## config.mk

```make
export PLATFORM = sky130hd
export DESIGN_NAME = mem_arbiter
export DESIGN_NICKNAME = d
export VERILOG_FILES = /design/src/rtl/gpu_mem_pkg.sv /design/src/rtl/mem_arbiter_rr_picker.sv /design/src/rtl/mem_arbiter.sv
export SDC_FILE = /design/constraint.sdc
export NUM_CORES = 1
export LEC_CHECK = 0
export ABC_AREA = 1
export BUFFER_PORTS_ARGS = -buffer_cell sky130_fd_sc_hd__buf_2
export CAP_MARGIN = 5
export CELL_PAD_IN_SITES_DETAIL_PLACEMENT = 0
export CELL_PAD_IN_SITES_GLOBAL_PLACEMENT = 1
export CORE_ASPECT_RATIO = 0.75
export CORE_MARGIN = 4
export CORE_UTILIZATION = 34
export DETAILED_ROUTE_END_ITERATION = 10
export GPL_ROUTABILITY_DRIVEN = 0
export PLACE_DENSITY = 0.83
export SLEW_MARGIN = 20
export SYNTH_ARGS = -nofsm -noshare
export SYNTH_HDL_FRONTEND = slang
export SYNTH_SLANG_ARGS = --single-unit
```

## constraint.sdc

```tcl
create_clock -name clk -period 3.15 [get_ports clk]
set_clock_uncertainty 0.2 [all_clocks]
set_input_delay 0.63 -clock clk [delete_from_list [all_inputs] [get_ports clk]]
set_output_delay 0.63 -clock clk [all_outputs]
set_load 0.02 [all_outputs]
```

## src/rtl/gpu_mem_pkg.sv

```systemverilog
// rtl/gpu_mem_pkg.sv - shared data-memory types and default widths
package gpu_mem_pkg;

  localparam int DEFAULT_ADDR_BITS = 8;
  localparam int DEFAULT_DATA_BITS = 8;

  typedef enum logic [2:0] {
    IDLE,
    READ_WAIT,
    WRITE_WAIT,
    READ_RELAY,
    WRITE_RELAY
  } arb_state_t;

endpackage

```

## src/rtl/mem_arbiter_rr_picker.sv

```systemverilog
// rtl/mem_arbiter_rr_picker.sv - combinational round-robin priority encoder
module rr_picker #(
  parameter int N     = 4,
  parameter int IDX_W = (N > 1) ? $clog2(N) : 1
) (
  input  logic [N-1:0]     req,
  input  logic [IDX_W-1:0] rr_ptr,
  output logic             found,
  output logic [IDX_W-1:0] index
);

  logic [IDX_W-1:0] idx;

  // Scan from the farthest offset back to rr_ptr so the nearest requester wins last.
  always_comb begin
    found = 1'b0;
    index = '0;
    idx   = '0;
    for (int i = N - 1; i >= 0; i--) begin
      idx = IDX_W'((int'(rr_ptr) + i) % N);
      if (req[idx]) begin
        found = 1'b1;
        index = idx;
      end
    end
  end

endmodule

```

## src/rtl/mem_arbiter.sv

```systemverilog
// rtl/mem_arbiter.sv - round-robin single-port data-memory arbiter
module mem_arbiter
  import gpu_mem_pkg::*;
#(
  parameter int NUM_CONSUMERS = 4,
  parameter int ADDR_BITS     = DEFAULT_ADDR_BITS,
  parameter int DATA_BITS     = DEFAULT_DATA_BITS
) (
  input  logic                                    clk,
  input  logic                                    reset,
  input  logic [NUM_CONSUMERS-1:0]                consumer_read_valid,
  input  logic [NUM_CONSUMERS-1:0][ADDR_BITS-1:0] consumer_read_address,
  output logic [NUM_CONSUMERS-1:0]                consumer_read_ready,
  output logic [NUM_CONSUMERS-1:0][DATA_BITS-1:0] consumer_read_data,
  input  logic [NUM_CONSUMERS-1:0]                consumer_write_valid,
  input  logic [NUM_CONSUMERS-1:0][ADDR_BITS-1:0] consumer_write_address,
  input  logic [NUM_CONSUMERS-1:0][DATA_BITS-1:0] consumer_write_data,
  output logic [NUM_CONSUMERS-1:0]                consumer_write_ready,
  output logic                                    mem_read_valid,
  output logic [ADDR_BITS-1:0]                    mem_read_address,
  input  logic                                    mem_read_ready,
  input  logic [DATA_BITS-1:0]                    mem_read_data,
  output logic                                    mem_write_valid,
  output logic [ADDR_BITS-1:0]                    mem_write_address,
  output logic [DATA_BITS-1:0]                    mem_write_data,
  input  logic                                    mem_write_ready,
  output logic                                    busy
);

  localparam int IDX_W = $clog2(NUM_CONSUMERS);

  arb_state_t state, state_n;
  logic [IDX_W-1:0] grant, grant_n, rr_ptr, rr_ptr_n, pick_index, next_ptr;
  logic pick_found;

  logic [NUM_CONSUMERS-1:0]                consumer_read_ready_n, consumer_write_ready_n;
  logic [NUM_CONSUMERS-1:0][DATA_BITS-1:0] consumer_read_data_n;
  logic                                    mem_read_valid_n, mem_write_valid_n, busy_n;
  logic [ADDR_BITS-1:0]                    mem_read_address_n, mem_write_address_n;
  logic [DATA_BITS-1:0]                    mem_write_data_n;

  rr_picker #(.N(NUM_CONSUMERS), .IDX_W(IDX_W)) u_picker (
    .req    (consumer_read_valid | consumer_write_valid),
    .rr_ptr (rr_ptr),
    .found  (pick_found),
    .index  (pick_index)
  );

  assign next_ptr = (grant == IDX_W'(NUM_CONSUMERS - 1)) ? '0 : grant + 1'b1;

  always_ff @(posedge clk) begin
    if (reset) begin
      state                <= IDLE;
      grant                <= '0;
      rr_ptr               <= '0;
      consumer_read_ready  <= '0;
      consumer_read_data   <= '0;
      consumer_write_ready <= '0;
      mem_read_valid       <= 1'b0;
      mem_read_address     <= '0;
      mem_write_valid      <= 1'b0;
      mem_write_address    <= '0;
      mem_write_data       <= '0;
      busy                 <= 1'b0;
    end else begin
      state                <= state_n;
      grant                <= grant_n;
      rr_ptr               <= rr_ptr_n;
      consumer_read_ready  <= consumer_read_ready_n;
      consumer_read_data   <= consumer_read_data_n;
      consumer_write_ready <= consumer_write_ready_n;
      mem_read_valid       <= mem_read_valid_n;
      mem_read_address     <= mem_read_address_n;
      mem_write_valid      <= mem_write_valid_n;
      mem_write_address    <= mem_write_address_n;
      mem_write_data       <= mem_write_data_n;
      busy                 <= busy_n;
    end
  end

  always_comb begin
    state_n                = state;
    grant_n                = grant;
    rr_ptr_n               = rr_ptr;
    consumer_read_ready_n  = consumer_read_ready;
    consumer_read_data_n   = consumer_read_data;
    consumer_write_ready_n = consumer_write_ready;
    mem_read_valid_n       = mem_read_valid;
    mem_read_address_n     = mem_read_address;
    mem_write_valid_n      = mem_write_valid;
    mem_write_address_n    = mem_write_address;
    mem_write_data_n       = mem_write_data;

    case (state)
      IDLE: begin
        // A requester with both read and write pending gets its read first.
        if (pick_found) begin
          grant_n = pick_index;
          if (consumer_read_valid[pick_index]) begin
            mem_read_valid_n   = 1'b1;
            mem_read_address_n = consumer_read_address[pick_index];
            state_n            = READ_WAIT;
          end else begin
            mem_write_valid_n   = 1'b1;
            mem_write_address_n = consumer_write_address[pick_index];
            mem_write_data_n    = consumer_write_data[pick_index];
            state_n             = WRITE_WAIT;
          end
        end
      end
      READ_WAIT: begin
        if (mem_read_ready) begin
          mem_read_valid_n            = 1'b0;
          consumer_read_data_n[grant] = mem_read_data;
          consumer_read_ready_n[grant] = 1'b1;
          state_n                     = READ_RELAY;
        end
      end
      WRITE_WAIT: begin
        if (mem_write_ready) begin
          mem_write_valid_n             = 1'b0;
          consumer_write_ready_n[grant] = 1'b1;
          state_n                       = WRITE_RELAY;
        end
      end
      READ_RELAY: begin
        if (!consumer_read_valid[grant]) begin
          consumer_read_ready_n[grant] = 1'b0;
          rr_ptr_n                     = next_ptr;
          state_n                      = IDLE;
        end
      end
      WRITE_RELAY: begin
        if (!consumer_write_valid[grant]) begin
          consumer_write_ready_n[grant] = 1'b0;
          rr_ptr_n                      = next_ptr;
          state_n                       = IDLE;
        end
      end
      default: state_n = IDLE;
    endcase

    busy_n = (state_n != IDLE);
  end

endmodule

```

* After elaboration in Yosys (flattened, before gate mapping) *
Index checks and enable logic that the tools add are counted.

storage, ports and cells
  register bits after elaboration = 74
  latch bits = 0
  RAM bits = 0
  bits in read-only memories = 0
  bits of input ports = 116
  logic and storage cells = 120
  memories kept = 0

operators by class
  add/subtract/negate cells = 4
  $mul = 0
  divide/modulo/power cells = 0
  $lt $le $gt $ge = 7
  eq/ne operators = 12
  shifts and indexed selects = 0
  muxes and demuxes = 58
  bitwise logic cells = 7
  reductions and logical operators = 17

operator list
  operator             count
  $bmux 8 s2           3
  $bwmux 32            1
  $mux 8               4
  $lt 2x3->1 const B   6
  $mux 1               18
  $demux 8 s2          1
  $mux 2               8
  $mux 4               4
  $pmux 4 s2           2
  $mux 3               5
  $pmux 3 s5           1
  $reduce_and 3->1     5
  $bmux 1 s2           7
  $ne 2x2->1 const B   7
  $or 4x4->4           3
  $reduce_bool 2->1    5
  $and 4x4->4          2
  $reduce_and 4->1     2
  $eq 3x2->1 const B   2
  $add 2x1->2 const B  2
  $add 2x2->2 const B  2
  $not 4->4            1
  $pmux 1 s2           2
  $pmux 2 s2           1
  other kinds (10)     11

* Logic depth before layout (Yosys ltp) *
  word-level depth = 13
  depth in mapped cells = 18

* By module *
Synthesis repeated with hierarchy kept, for this count alone.

unflattened totals
  cells, all modules = 588
  area, all modules = 3,897.5 µm²

modules (own cells, without submodules)
  module       instances  cells each  area an instance (µm²)
  mem_arbiter  1          542         3,684.8
  rr_picker    1          46          212.7

* Worst setup path before layout *
No wires, ideal clock.

  kind = input -> register
  start = input port consumer_write_valid[0]
  end = register mem_write_address[0]
  arrival = 1.997 ns
  data required time = 2.837 ns
  setup slack = 0.840 ns
  cell stages on the path = 14
  buffers on the path = 2
  cell sequence = nor2_1 > nand2_1 > nand3_1 > nand2_1 > nand2_1 > nand2_1 > nand2_2 > nand2_2 > buf_6 > buf_2 > o211ai_1 > o21ai_0 > nor2_1 > nor2_1

on the way
  longest elaborated chain between the ends = 11
  elaborated cells on any way between the ends = 23
  those cells by class = mux (20); bitwise (2); reduce/logical (1)

RTL lines
  element                       line                         RTL
  from (decl)                   mem_arbiter.sv:15            input logic [NUM_CONSUMERS-1:0] consumer_write_valid,
  $or 4x4->4 (*)                mem_arbiter.sv:43            .req (consumer_read_valid | consumer_write_valid),
  $bmux 1 s2                    mem_arbiter_rr_picker.sv:21  if (req[idx]) begin
  $mux 1 (implied by the code)  mem_arbiter_rr_picker.sv:21
  $mux 2 (4 in a row)           mem_arbiter_rr_picker.sv:21
  $bmux 1 s2                    mem_arbiter.sv:99            if (consumer_read_valid[pick_index]) begin
  $mux 1 (implied by the code)  mem_arbiter.sv:99
  $not 1->1 (no line)           n/a
  $reduce_and 3->1 (no line)    n/a
  to (signal assigned)          mem_arbiter.sv:75            mem_write_address <= mem_write_address_n;
  to (decl)                     mem_arbiter.sv:24            output logic [ADDR_BITS-1:0] mem_write_address,

Mark *: on every way between the ends. The rest lies on a longest branch, timed or not. The select of a mux whose other input is x is not followed.
A chain may end at the register's enable or synchronous reset.

* Worst setup path in the final report *
  start = register rr_ptr[0]
  end = register busy

on the way
  longest elaborated chain between the ends = 13
  elaborated cells on any way between the ends = 25
  those cells by class = add/sub (3); mux (21); reduce/logical (1)

RTL lines
  element                       line                         RTL
  from (decl)                   mem_arbiter.sv:33            logic [IDX_W-1:0] grant, grant_n, rr_ptr, rr_ptr_n, pick_index, next_ptr;
  from (signal assigned)        mem_arbiter.sv:68            rr_ptr <= rr_ptr_n;
  $add 2x2->2                   mem_arbiter_rr_picker.sv:20  idx = IDX_W'((int'(rr_ptr) + i) % N);
  $bmux 1 s2                    mem_arbiter_rr_picker.sv:21
  $mux 1 (implied by the code)  mem_arbiter_rr_picker.sv:21
  $mux 2 (4 in a row)           mem_arbiter_rr_picker.sv:21
  $bmux 1 s2                    mem_arbiter.sv:99
  $mux 1 (implied by the code)  mem_arbiter.sv:99
  $mux 2                        mem_arbiter.sv:99
  $mux 3 (*)                    mem_arbiter.sv:97            if (pick_found) begin
  $pmux 3 s5 (*)                mem_arbiter.sv:94            case (state)
  $reduce_bool 3->1 (*)         mem_arbiter.sv:143           busy_n = (state_n != IDLE);
  to (signal assigned)          mem_arbiter.sv:77            busy <= busy_n;
  to (decl)                     mem_arbiter.sv:27            output logic busy

Marked as above.

==> flow_summary.json <==
{
  "synth_common_cells": "147 x nand2_1, 74 x dfxtp_1, 72 x a21oi_1",
  "die_y_um": 103,
  "timing.fmax_mhz": 377,
  "avgSynthCellArea_um2": 6.48,
  "wl_per_cell_um": 14.6,
  "synth_top_family_by_area": "simple AND/OR/NAND/NOR gates",
  "cts-root-buf": "clkbuf_16",
  "whs_endpoint": "mem_read_valid$_SDFFE_PP0P_",
  "hold_path_class": "register to register",
  "drt_iter0_drc": 268,
  "path_class": "register to register",
  "drt-total-wl_mm": 14.0,
  "grt_pass1_vias": 4255,
  "crit_path_end_kind": "register",
  "synth_cell_type_count": 26,
  "critPathArrivalTime_ns": 2.73,
  "hold_viol": 0,
  "area_delta_synth_final_pct": 32.0,
  "placement.io_buffers": 182,
  "synth.mux.area_fraction_pct": 0,
  "coreArea_um2": 11600,
  "synth_compound_area_share_pct": 22.4,
  "cts_tree": "built",
  "synthXorXnorAreaFrac_pct": 0,
  "required_ns": 3.23,
  "syn_inst": 626,
  "whs_ns": 0.257,
  "tightest_slew_ns": 0.774,
  "whs_path_depth": 2,
  "drcViolationCount": 0,
  "num_io_pins": 183,
  "reg2regPathDepth": 16,
  "period_minus_slack_ns": 2.65,
  "drt-pass1-iter-count": 5,
  "status": "complete, no violations",
  "synthTopCellsByArea": "dfxtp_1 37%, nand2_1 14%, a21oi_1 8.9%",
  "drt-vias-per-instance": 4.84,
  "cts_hold_buf": 0,
  "via_count": 4644,
  "hpwl_mm": 10.8,
  "synth_area_leader_cell": "dfxtp_1",
  "leakagePower_uw": 0.00263,
  "final_nets": 910,
  "async_flop_share_pct": 0,
  "synth-main-ff-cell": "dfxtp_1",
  "synth_edf_count": 0,
  "grt_use_total_pct": 19.6,
  "clock_path_buffers": 2,
  "synth-seq-area-share_pct": 36.5,
  "clk_pin_slew_ns": 0.06,
  "synthSimpleGateAreaFrac_pct": 28.0,
  "start_util_pct": 34.9,
  "r2r_slack_ns": 0.50,
  "overflow": 0,
  "cts.sinks": 74,
  "grt_max_degree": 73,
  "r2r_start": "rr_ptr[0]$_SDFFE_PP0P_",
  "peakVddDrop_v": 0.000533,
  "cp_max_fo": 34,
  "regArea_um2": 1480,
  "num_rows": 34,
  "multi_input_area_um2": 2100,
  "drtAntennaViolNets": 0,
  "setup_violations": 0,
  "drv_cap": 0,
  "grt_pass1_wl_mm": 21.7,
  "yosys_warnings": 0,
  "numCtsBuffers": 9,
  "synth-seq-cells": 74,
  "post-cts-setup-buffers": 0,
  "drive_gt1_share_pct": 27.8,
  "h-tree-depth": 3,
  "rsz0062_at_grt": "no",
  "yosysMostFrequentCell": "nand2_1",
  "start_kind": "register",
  "antenna_found_initial": 1,
  "cts-resized-gates": 0,
  "holdCritStartpoint": "mem_read_valid$_SDFFE_PP0P_",
  "maxSlewHeadroom_pct": 48.3,
  "setup_tns_ns": 0,
  "fin_crit_sh_pct": 84.3,
  "num-fill-cells": 1215,
  "yosys.area.top_type_share_pct": 36.5,
  "synth_fp_nets": 746,
  "die_width_um": 134,
  "synth_adder_area_share_pct": 1.23,
  "r2r_end": "busy$_SDFF_PP0_",
  "dieArea_um2": 13800,
  "p_per_area_nw_per_um2": 842,
  "syn_area_um2": 4060,
  "slew_viol_final": 0,
  "clk-insertion-delay-late_ns": 0.34
}
==> worst max path at each step <==
stage                                       start                           endpoint  slack, ns  depth (start not counted)
after floorplan           consumer_write_valid[0]  mem_write_address[0]$_SDFFE_PP0P_       0.84                         14
after global placement     consumer_read_valid[3]                    busy$_SDFF_PP0_       0.36                         17
after detailed placement   consumer_read_valid[3]                    busy$_SDFF_PP0_       0.21                         17
after CTS                  rr_ptr[0]$_SDFFE_PP0P_  mem_write_address[6]$_SDFFE_PP0P_       0.48                         16
after global routing       rr_ptr[0]$_SDFFE_PP0P_     mem_write_data[1]$_SDFFE_PP0P_       0.23                         16
final                      rr_ptr[0]$_SDFFE_PP0P_                    busy$_SDFF_PP0_       0.50                         16
==> logic make-up after synthesis <==
logic type               Yosys count
AO/OA/AOI/OAI                    166
flip-flops                        74
AND/OR/NAND/NOR                  272
buffers and inverters            110
adder cells (fa/ha/maj)            4
==> per-layer routing <==
| layer | global-route usage [%] | wire length (µm) |
|---|---|---|
| met1 | 26.7 | 6540 |
| met2 | 30.4 | 6210 |
| met3 | 5.41 | 961 |
| met4 | 6.65 | 261 |
| met5 | 0 | 0 |
==> report_power, final <==
group / total, µW / switching [µW] / internal, µW
logic: 2190 / 1470 / 719
registers: 1250 / 127 / 1120
clock network: 1070 / 439 / 627
total: 4510 / 2040 / 2470
==> critical path: stages, from the launching register on <==
cell and delay (ns):
dfxtp_1 0.55, inv_4 0.11, nand2_2 0.09, nand2_2 0.09, nand2_1 0.08, nand2_1 0.06
nand2_1 0.08, nand2_1 0.07, nand2_2 0.25, nand2_2 0.15, nand2_1 0.13, nand3_2 0.12
nand2_2 0.12, nand2_4 0.20, nand2_1 0.12, nand2_1 0.07, nand2_1 0.10
==> layout by cell type, fill, tap and decap left out, types with 6 or more instances in the layout <==
master / Yosys / routed
nand3_1: 43 / 43
o21ai_0: 51 / 51
buf_2: 8 / 182
o211ai_1: 27 / 27
clkbuf_16: 0 / 9
dfxtp_1: 74 / 74
a21oi_1: 72 / 72
inv_1: 71 / 71
nor2_1: 67 / 66
o21ai_1: 13 / 13
nand2_1: 147 / 147
buf_4: 6 / 7
nand2_2: 6 / 6
==> through the flow <==
stage               instance area [µm²]  worst slack, ns  utilization, %  cells  power (µW)
floorplan                          4060            0.840               -    626        2930
global placement                   5040            0.364            43.4    941        3420
detailed placement                 5040            0.215            43.4    941        3460
CTS                                5350            0.484            46.1    957        4550
global route                       5350            0.235            46.1    958        4890
finish                             5360            0.496            46.1    959        4510
==> layout make-up <==
class | count | area share, %
diodes | 2 | 0.0934
inverters | 73 | 5.16
repair buffers | 190 | 18.4
flip-flops and latches | 74 | 27.7
clock buffers | 9 | 4.20
well taps | 162 | 3.78
clock inverters | 7 | 1.54
multi-input cells | 442 | 39.2
No activity file was read; power rests on OpenSTA's default activity.
